`src/rtl/beta_mmu_pkg.sv`:
```
// Purpose: shared walker state encoding, PTE field layout and PTE address helper.
// Latency: n/a (declarations only).
// Backpressure: n/a.
package beta_mmu_pkg;

  // Walker FSM states (IDLE / WALK / RESP)
  localparam logic [1:0] ST_IDLE = 2'd0;
  localparam logic [1:0] ST_WALK = 2'd1;
  localparam logic [1:0] ST_RESP = 2'd2;

  // PTE layout: bit 0 is the resident flag, PPN lives in [31:PAGE_BITS]
  localparam int PTE_VALID_BIT = 0;
  localparam int PTE_W         = 32;

  // PTE address = table base + VPN*4; callers truncate to their address width,
  // so the sum deliberately wraps at ADDR_W.
  function automatic logic [63:0] pte_addr(input logic [63:0] ptbr,
                                           input logic [63:0] vpn);
    return ptbr + (vpn << 2);
  endfunction

endpackage

```
`src/rtl/beta_tlb_cam.sv`:
```
// Purpose: fully associative tag/data store with lookup, fill port and flushes.
// Latency: lookup and free-slot search are combinational; writes/flushes land next edge.
// Backpressure: none; a flush in the same cycle as a write wins over the write.
module beta_tlb_cam
  import beta_mmu_pkg::*;
#(
  parameter int ENTRIES = 32,
  parameter int CTX_W   = 16,
  parameter int VPN_W   = 20,
  parameter int IDX_W   = $clog2(ENTRIES)
) (
  input  logic             clk,
  input  logic             rst,
  input  logic [CTX_W-1:0] i_lk_ctx,
  input  logic [VPN_W-1:0] i_lk_vpn,
  output logic             o_hit,
  output logic [IDX_W-1:0] o_hit_idx,
  output logic [VPN_W-1:0] o_hit_ppn,
  input  logic             i_wr_en,
  input  logic [IDX_W-1:0] i_wr_idx,
  input  logic [CTX_W-1:0] i_wr_ctx,
  input  logic [VPN_W-1:0] i_wr_vpn,
  input  logic [VPN_W-1:0] i_wr_ppn,
  output logic             o_has_free,
  output logic [IDX_W-1:0] o_free_idx,
  input  logic             i_flush_all,
  input  logic             i_flush_ctx,
  input  logic [CTX_W-1:0] i_flush_ctx_val
);

  logic [ENTRIES-1:0] r_valid;
  logic [CTX_W-1:0]   r_tag_ctx [ENTRIES];
  logic [VPN_W-1:0]   r_tag_vpn [ENTRIES];
  logic [VPN_W-1:0]   r_ppn     [ENTRIES];

  logic w_wr_ok;
  assign w_wr_ok = i_wr_en & ~i_flush_all & ~i_flush_ctx;

  // Parallel tag match; scanning downward lets the lowest matching index win
  always_comb begin
    o_hit     = 1'b0;
    o_hit_idx = '0;
    o_hit_ppn = '0;
    for (int i = ENTRIES - 1; i >= 0; i--) begin
      if (r_valid[i] && r_tag_ctx[i] == i_lk_ctx && r_tag_vpn[i] == i_lk_vpn) begin
        o_hit     = 1'b1;
        o_hit_idx = IDX_W'(i);
        o_hit_ppn = r_ppn[i];
      end
    end
  end

  // Lowest-index invalid slot, preferred over the round-robin victim
  always_comb begin
    o_has_free = 1'b0;
    o_free_idx = '0;
    for (int i = ENTRIES - 1; i >= 0; i--) begin
      if (!r_valid[i]) begin
        o_has_free = 1'b1;
        o_free_idx = IDX_W'(i);
      end
    end
  end

  // Valid bits: reset/flush clear, fills set; flush_all beats flush_ctx beats fill
  always_ff @(posedge clk) begin
    if (rst) begin
      r_valid <= '0;
    end else if (i_flush_all) begin
      r_valid <= '0;
    end else if (i_flush_ctx) begin
      for (int i = 0; i < ENTRIES; i++) begin
        if (r_tag_ctx[i] == i_flush_ctx_val) r_valid[i] <= 1'b0;
      end
    end else if (w_wr_ok) begin
      r_valid[i_wr_idx] <= 1'b1;
    end
  end

  // Tag and PPN payload; only meaningful where the valid bit is set
  always_ff @(posedge clk) begin
    if (w_wr_ok) begin
      r_tag_ctx[i_wr_idx] <= i_wr_ctx;
      r_tag_vpn[i_wr_idx] <= i_wr_vpn;
      r_ppn[i_wr_idx]     <= i_wr_ppn;
    end
  end

endmodule

```
`src/rtl/beta_tlb_walker.sv`:
```
// Purpose: TLB front end with single-level hardware page-table walker.
// Latency: hit responds 1 cycle after accept; miss responds 1 cycle after mem_ready.
// Backpressure: req_ready low while walking or responding; PTE fetch held until mem_ready.
module beta_tlb_walker
  import beta_mmu_pkg::*;
#(
  parameter int ENTRIES   = 32,
  parameter int CTX_W     = 16,
  parameter int ADDR_W    = 32,
  parameter int PAGE_BITS = 12
) (
  input  logic              clk,
  input  logic              rst,
  input  logic [CTX_W-1:0]  contextNum,
  input  logic [ADDR_W-1:0] pTblePtr,
  input  logic              req_valid,
  input  logic [ADDR_W-1:0] req_vaddr,
  output logic              req_ready,
  output logic              resp_valid,
  output logic [ADDR_W-1:0] resp_paddr,
  output logic              resp_fault,
  input  logic              flush_all,
  input  logic              flush_ctx,
  output logic [ADDR_W-1:0] mem_addr,
  output logic              mem_rd_en,
  input  logic [31:0]       mem_data_in,
  input  logic              mem_ready
);

  localparam int VPN_W = ADDR_W - PAGE_BITS;
  localparam int IDX_W = $clog2(ENTRIES);

  logic [1:0]        r_state;
  logic [ADDR_W-1:0] r_vaddr;
  logic [ADDR_W-1:0] r_ptbr;
  logic [CTX_W-1:0]  r_ctx;
  logic              r_drop;
  logic [IDX_W-1:0]  r_rr_ptr;
  logic [ADDR_W-1:0] r_resp_paddr;
  logic              r_resp_fault;

  logic              w_idle;
  logic              w_walk;
  logic              w_flush;
  logic              w_pte_valid;
  logic              w_fill;
  logic              w_hit;
  logic [IDX_W-1:0]  w_unused_hit_idx;
  logic [VPN_W-1:0]  w_hit_ppn;
  logic              w_has_free;
  logic [IDX_W-1:0]  w_free_idx;
  logic [IDX_W-1:0]  w_victim;
  logic [VPN_W-1:0]  w_pte_ppn;
  logic              w_unused_pte;

  assign w_idle      = (r_state == ST_IDLE);
  assign w_walk      = (r_state == ST_WALK);
  assign w_flush     = flush_all | flush_ctx;
  assign w_pte_valid = mem_data_in[PTE_VALID_BIT];
  assign w_pte_ppn   = VPN_W'(mem_data_in[PTE_W-1:PAGE_BITS]);
  assign w_unused_pte = ^mem_data_in[PAGE_BITS-1:1];
  // A walk that saw any flush (now or earlier) must not repopulate the TLB
  assign w_fill      = w_walk & mem_ready & w_pte_valid & ~r_drop & ~w_flush;
  assign w_victim    = w_has_free ? w_free_idx : r_rr_ptr;

  assign req_ready  = w_idle;
  assign resp_valid = (r_state == ST_RESP);
  assign resp_paddr = r_resp_paddr;
  assign resp_fault = r_resp_fault;
  assign mem_rd_en  = w_walk;
  assign mem_addr   = w_walk ? ADDR_W'(pte_addr(64'(r_ptbr), 64'(r_vaddr[ADDR_W-1:PAGE_BITS])))
                             : '0;

  // Lookup key is the live request: the accept cycle sees the pre-flush contents
  beta_tlb_cam #(
    .ENTRIES (ENTRIES),
    .CTX_W   (CTX_W),
    .VPN_W   (VPN_W),
    .IDX_W   (IDX_W)
  ) u_cam (
    .clk             (clk),
    .rst             (rst),
    .i_lk_ctx        (contextNum),
    .i_lk_vpn        (req_vaddr[ADDR_W-1:PAGE_BITS]),
    .o_hit           (w_hit),
    .o_hit_idx       (w_unused_hit_idx),
    .o_hit_ppn       (w_hit_ppn),
    .i_wr_en         (w_fill),
    .i_wr_idx        (w_victim),
    .i_wr_ctx        (r_ctx),
    .i_wr_vpn        (r_vaddr[ADDR_W-1:PAGE_BITS]),
    .i_wr_ppn        (w_pte_ppn),
    .o_has_free      (w_has_free),
    .o_free_idx      (w_free_idx),
    .i_flush_all     (flush_all),
    .i_flush_ctx     (flush_ctx),
    .i_flush_ctx_val (contextNum)
  );

  // Walker FSM: accept/lookup, PTE fetch, single-cycle response
  always_ff @(posedge clk) begin
    if (rst) begin
      r_state      <= ST_IDLE;
      r_vaddr      <= '0;
      r_ptbr       <= '0;
      r_ctx        <= '0;
      r_drop       <= 1'b0;
      r_resp_paddr <= '0;
      r_resp_fault <= 1'b0;
    end else begin
      case (r_state)
        ST_IDLE: begin
          if (req_valid) begin
            r_vaddr <= req_vaddr;
            r_ptbr  <= pTblePtr;
            r_ctx   <= contextNum;
            r_drop  <= 1'b0;
            if (w_hit) begin
              r_resp_paddr <= {w_hit_ppn, req_vaddr[PAGE_BITS-1:0]};
              r_resp_fault <= 1'b0;
              r_state      <= ST_RESP;
            end else begin
              r_state <= ST_WALK;
            end
          end
        end
        ST_WALK: begin
          if (w_flush) r_drop <= 1'b1;
          if (mem_ready) begin
            if (w_pte_valid) begin
              r_resp_paddr <= {w_pte_ppn, r_vaddr[PAGE_BITS-1:0]};
              r_resp_fault <= 1'b0;
            end else begin
              r_resp_paddr <= '0;
              r_resp_fault <= 1'b1;
            end
            r_drop  <= 1'b0;
            r_state <= ST_RESP;
          end
        end
        ST_RESP: r_state <= ST_IDLE;
        default: r_state <= ST_IDLE;
      endcase
    end
  end

  // Round-robin victim pointer moves only when it actually chose the slot
  always_ff @(posedge clk) begin
    if (rst) begin
      r_rr_ptr <= '0;
    end else if (w_fill && !w_has_free) begin
      r_rr_ptr <= r_rr_ptr + IDX_W'(1);
    end
  end

endmodule

```
`config.mk`:
```
export PLATFORM = sky130hd
export DESIGN_NAME = beta_tlb_walker
export DESIGN_NICKNAME = d
export VERILOG_FILES = /design/src/rtl/beta_mmu_pkg.sv /design/src/rtl/beta_tlb_cam.sv /design/src/rtl/beta_tlb_walker.sv
export SDC_FILE = /design/constraint.sdc
export NUM_CORES = 2
export LEC_CHECK = 0
export BUFFER_PORTS_ARGS = -buffer_cell sky130_fd_sc_hd__buf_2
export CAP_MARGIN = 20
export CORE_ASPECT_RATIO = 1.2
export CORE_UTILIZATION = 45
export DETAILED_ROUTE_END_ITERATION = 10
export PLACE_DENSITY = 0.7
export SLEW_MARGIN = 5
export SYNTH_ARGS = -nofsm -noshare
export SYNTH_HDL_FRONTEND = slang
export SYNTH_SLANG_ARGS = --single-unit
export TNS_END_PERCENT = 50
```
`constraint.sdc`:
```
create_clock -name clk -period 9.9 [get_ports clk]
set_input_delay 2.475 -clock clk [delete_from_list [all_inputs] [get_ports clk]]
set_output_delay 2.475 -clock clk [all_outputs]
set_load 0.02 [all_outputs]
```
* Word level (Yosys, flattened, before mapping)
Memory sizes are Yosys's and may differ from the RTL's. Index checks and enable logic that the tools add are counted.
Operators by class: reduce and logical (&&, ||, !) cells 107, equal/unequal tests 102, multiplexer cells 186, $lt $le $gt $ge 2, add/sub/neg operators 2, bitwise logic cells 12
Operator list (count):
- equality test 20 bit | 32
- 2-to-1 mux 20 bit | 32
- equality test 16 bit | 32
- 2-to-1 mux 32 bit | 7
- 2-to-1 mux 5 bit | 33
- 2-to-1 mux 1 bit | 106
- AND reduction 2 bit | 34
- logical AND 1 bit | 66
- inequality test 2 x 1 -> 1 bit (second input constant) | 33
- case mux 32 bit (2 select lines) | 1
- adder 32 x 22 -> 32 bit | 1
- OR 32 bit | 1
- bitwise AND 1 bit | 6
- < comparator 5 x 6 -> 1 bit (second input constant) | 1
- 2-to-1 mux 2 bit | 3
- adder 5 x 1 -> 5 bit (second input constant) | 1
- demux 1 bit (select 5 bit) | 1
- >= comparator 5 x 1 -> 1 bit (second input constant) | 1
- inequality test 2 bit (second input constant) | 2
- NOT 1 bit | 4
- case mux 1 bit (2 select lines) | 2
- case mux 2 bit (2 select lines) | 1
- AND reduction 4 bit | 1
- nonzero test 2 bit | 2
- other kinds (8) | 8
Storage, ports and cells: output and inout bits 68, memories 3, bits in writable memories 1792, flip-flop bits (word level) 153
Memory list:
- u_cam.r_ppn | words 32, width 20, rd ports 32, clocked after memory_dff 0, wr ports 1, RTL line beta_tlb_cam.sv:34 | logic [VPN_W-1:0] r_ppn [ENTRIES];
- u_cam.r_tag_vpn | words 32, width 20, rd ports 32, clocked after memory_dff 0, wr ports 1, RTL line beta_tlb_cam.sv:33 | logic [VPN_W-1:0] r_tag_vpn [ENTRIES];
- u_cam.r_tag_ctx | words 32, width 16, rd ports 32, clocked after memory_dff 0, wr ports 1, RTL line beta_tlb_cam.sv:32 | logic [CTX_W-1:0] r_tag_ctx [ENTRIES];

* Logic depth before layout (Yosys ltp)
depth in word-level cells 40, depth in mapped cells 17

* By module
From an unflattened synthesis, not the netlist that was laid out.
Unflattened totals: cell total of the unflattened synthesis 6563, area total of the unflattened synthesis 88293.4 sq um
By module, submodules not included:
- beta_tlb_cam | instances 1, sequential area each 54452.2 sq um, cells an instance 5742, area each 82047.4 sq um
- beta_tlb_walker | instances 1, sequential area each 2422.3 sq um, cells an instance 821, area each 6246.0 sq um

* Least setup slack after synthesis
Ideal clock, no wire load.
path type input to register, from input port mem_data_in[0], to memory u_cam.r_ppn[20][0] (enable), setup time 539 ps, path buffers 4, path slack 2052 ps, required time 9361 ps, stages 6, arrival time 7309 ps, cell sequence clkbuf_1 nand4b_1 clkbuf_1 clkbuf_1 clkbuf_1 nor3_1
Between the ends: word-level cells in the longest chain between the ends 7
RTL lines:
- start, declared | RTL line beta_tlb_walker.sv:26 | input logic [31:0] mem_data_in,
- bitwise AND 1 bit (3 in series) | RTL line beta_tlb_walker.sv:63 | assign w_fill = w_walk & mem_ready & w_pte_valid & ~r_drop & ~w_flush;
- bitwise AND 1 bit (2 in series) | RTL line beta_tlb_cam.sv:37 | assign w_wr_ok = i_wr_en & ~i_flush_all & ~i_flush_ctx;
- 2-to-1 mux 1 bit | RTL line beta_tlb_cam.sv:82 | if (w_wr_ok) begin
- 2-to-1 mux 1 bit (implied by the code) | RTL line beta_tlb_cam.sv:85 | r_ppn[i_wr_idx] <= i_wr_ppn;
- end, declared | RTL line beta_tlb_cam.sv:34
Every way passes these cells.

* Final worst setup path
from register r_vaddr[12], to output port mem_addr[28]
Between the ends: word-level cells in the longest chain between the ends 2
RTL lines:
- start, declared | RTL line beta_tlb_walker.sv:34 | logic [ADDR_W-1:0] r_vaddr;
- start signal, assigned | RTL line beta_tlb_walker.sv:114 | r_vaddr <= req_vaddr;
- adder 32 x 22 -> 32 bit | RTL line beta_mmu_pkg.sv:19 | return ptbr + (vpn << 2);
- 2-to-1 mux 32 bit | RTL line beta_tlb_walker.sv:71 | assign mem_addr = w_walk ? ADDR_W'(pte_addr(64'(r_ptbr), 64'(r_vaddr[ADDR_W-1:PAGE_BITS])))
- end, declared | RTL line beta_tlb_walker.sv:24 | output logic [ADDR_W-1:0] mem_addr,
Every way passes these cells.

==> results.cfg <==
[yosys]
yosysTopAreaCellShare_pct = 63.4
ys.warnings.count = 0
synthCells = 6037
synth-edff-count = 1792
synth.area.top_cells = edfxtp_1 (63%), xor2_1 (7.6%), xnor2_1 (4.5%), dfxtp_1 (3.6%), nand2_1 (2.0%)
avgSynthCellArea_um2 = 14.1
synth_seq_cells = 1945
syn_area_um2 = 84900
seq_area_frac_synth_pct = 67.0
synthDistinctLibCells = 92
syn_nets = 6177
synth_ff_type = edfxtp_1
yosysTopAreaCell = edfxtp_1
ys_async_sr_fraction_pct = 0

[critical_path]
r2r_end = resp_paddr[28]
worst-setup-path-type = register to output pin
crit_path_end_kind = output pin
r2r_cells = 10
cp_data_arrival_time_ps = 4870
startpoint_type = register
reg2reg_from = u_cam.r_tag_ctx[13][1]
rrSetupSlack_ps = 4930
required_ps = 7430
worst-path-max-fanout = 34

[run_status]
outcome = completed

[sta]
period_needed_ps = 7340
slew_headroom_pct = 22.3
grt_setup_unrepaired = no
skew_ps = 83.7
setup_viol = 0
tns_ps = 0
fmax_ghz = 0.136
worst_pin_slew_ps = 1160
hold_violations = 0
fin_crit_sh_pct = 74.2
finalMaxSlewViolations = 0

[floorplan]
core_um2 = 187000
dieArea_um2 = 190000
rows = 174
io_pins = 186
die_w_um = 398
initial_core_util_pct = 45.3
die_h_um = 478

[detailed_routing]
drc = 0
vias = 53600
routedWlPerCell_um = 28.4
antenna_left = 0
totalWireLength_mm = 254
viasPerCell = 5.99
drt-initial-drc-count = 6791
drt_pre_antenna_iters = 6

[pwr]
p_total_mw = 17.3
vdd_drop_max_v = 0.000194
power_density_nw_per_um2 = 182
p_leak_nw = 32.7

[clock_tree]
numCtsBuffers = 188
path_clk_slew_ps = 70
clk_latency_ps = 880
cts_tree = built
post_cts_buffers = 0
cts_root_buf = clkbuf_16
cts_htree_levels = 4
cts_hold_buf = 0
ctsResizeCount = 0
cts_sinks = 1945
cts.path.max_buffers = 3

[layout]
drive_gt1_share_pct = 13.5
final_cell_mix = edfxtp_1 (1792), xor2_1 (741), nand2_1 (454), xnor2_1 (437), buf_4 (229)
syn_to_final_growth_pct = 12.0
multi_input_area_um2 = 25600
fin_nets = 6452
final_common_cell = edfxtp_1
final-seq-area_um2 = 56900
fill_cells = 15600

[grt]
antenna_found_initial = 15
grt_pass1_vias = 52100
overflow = 0
grt_max_degree = 81
grt_pass1_wl_mm = 360
grt_usage_pct = 26.2

[placement]
io_buffers = 174
gp_congestion = 0.920
hpwl_mm = 153

[worst_hold_path]
hold_depth = 2
min_from = r_ptbr[0]
hp-class = register to register
holdPathEnd = r_ptbr[0]

[run]
maxCapViolCount = 0
==> Yosys cell counts, drive strengths merged, types with 15 or more instances <==
master and n:
and4 34, nor2 230, buf 184, and3 22, a21oi 188, a311oi 17, nand4b 15, or2 31
nor4 238, a31oi 28, o2111ai 20, nand3 126, a211o 22, xor2 741, nand4 188, and2 29
nor3 124, a31o 19, nand2 455, mux2 22, dfxtp 153, o21a 24, edfxtp 1792, a22o 18
o31a 18, mux2i 60, o211ai 25, o221ai 32, clkbuf 147, or4 35, a221oi 18, nor4b 22
o31ai 21, a21o 28, o22ai 21, o311ai 19, ha 21, a2111oi 43, inv 123, o21ai 94
xnor2 437, a22oi 37
==> routing by layer <==
metal | up-vias | GRT usage (%) | routed length (um)
li1 | 23200 | - | -
met1 | 27000 | 32.2 | 93900
met2 | 2721 | 45.0 | 127000
met3 | 635 | 3.70 | 20100
met4 | 12 | 12.7 | 13000
met5 | - | 0 | 84
==> area by class of cell <==
class / instances / share of cell area [%]
Timing Repair Buffer: 416 / 2.94
Inverter: 123 / 0.486
Tap cell: 2464 / 3.24
Sequential cell: 1945 / 59.9
Multi-Input combinational cell: 3638 / 26.9
Antenna cell: 3 / 0.00790
Clock inverter: 106 / 1.28
Clock buffer: 241 / 5.22
==> report_power, final <==
part	internal [mW]	leakage (nW)	switching (mW)
logic	0.271	11.6	0.722
clock network	4.01	3.00	3.22
registers	9.02	18.1	0.0535
==> critical path: stages (launching register included) <==
cell	delay (ps)
dfxtp_2	320
buf_4	590
ha_1	330
fa_1	220
a21o_1	130
a21oi_1	120
o211a_1	250
nor3b_1	350
o2111ai_1	220
a31oi_1	310
a41oi_1	370
or3_1	450
a21oi_1	160
buf_2	190
==> through the flow <==
step | instances | worst slack (ps) | cell area [um^2] | hold WS, ps | util [%]
6_report | 8936 | 2560 | 95000 | 452 | 50.7
5_1_grt | 8934 | 2300 | 95000 | 474 | 50.7
4_1_cts | 8926 | 2540 | 94900 | 456 | 50.7
3_5_place_dp | 8579 | 1940 | 88800 | 446 | 47.4
3_3_place_gp | 8578 | 2070 | 88700 | 437 | 47.4
2_1_floorplan | 6037 | 2050 | 84900 | 432 | -
==> worst max path at each step <==
| stage | from | endpoint | slack [ps] | depth (start not counted) |
|---|---|---|---|---|
| 2_1_floorplan | mem_data_in[0] | u_cam.r_ppn[20][0] | 2050 | 6 |
| 5_1_grt | r_vaddr[12] | mem_addr[26] | 2300 | 13 |
| 3_3_place_gp | contextNum[9] | resp_paddr[28] | 2070 | 12 |
| 3_5_place_dp | contextNum[9] | resp_paddr[28] | 1940 | 12 |
| 4_1_cts | r_vaddr[12] | mem_addr[28] | 2540 | 13 |
| 6_report | r_vaddr[12] | mem_addr[28] | 2560 | 13 |
==> flip-flops by register name, indices dropped and copies added (netlist names), 2 cells and up <==
signal,cells
r_vaddr,32
r_rr_ptr,5
u_cam.r_ppn,640
r_state,2
resp_paddr,32
r_ctx,16
r_ptbr,32
u_cam.r_tag_ctx,512
u_cam.r_tag_vpn,640
u_cam.r_valid,32
==> kinds of logic after synthesis <==
| kind of cell | count (synthesis) | synth area share (%) |
|---|---|---|
| fa+ha+maj | 22 | 0.333 |
| flops | 1945 | 67.0 |
| mux | 82 | 1.00 |
| buf+inv | 454 | 3.16 |
| simple gates | 1611 | 9.96 |
| compound gates | 745 | 6.36 |
| xor+xnor | 1178 | 12.2 |
Note: power is estimated with default switching activity, not from simulation.
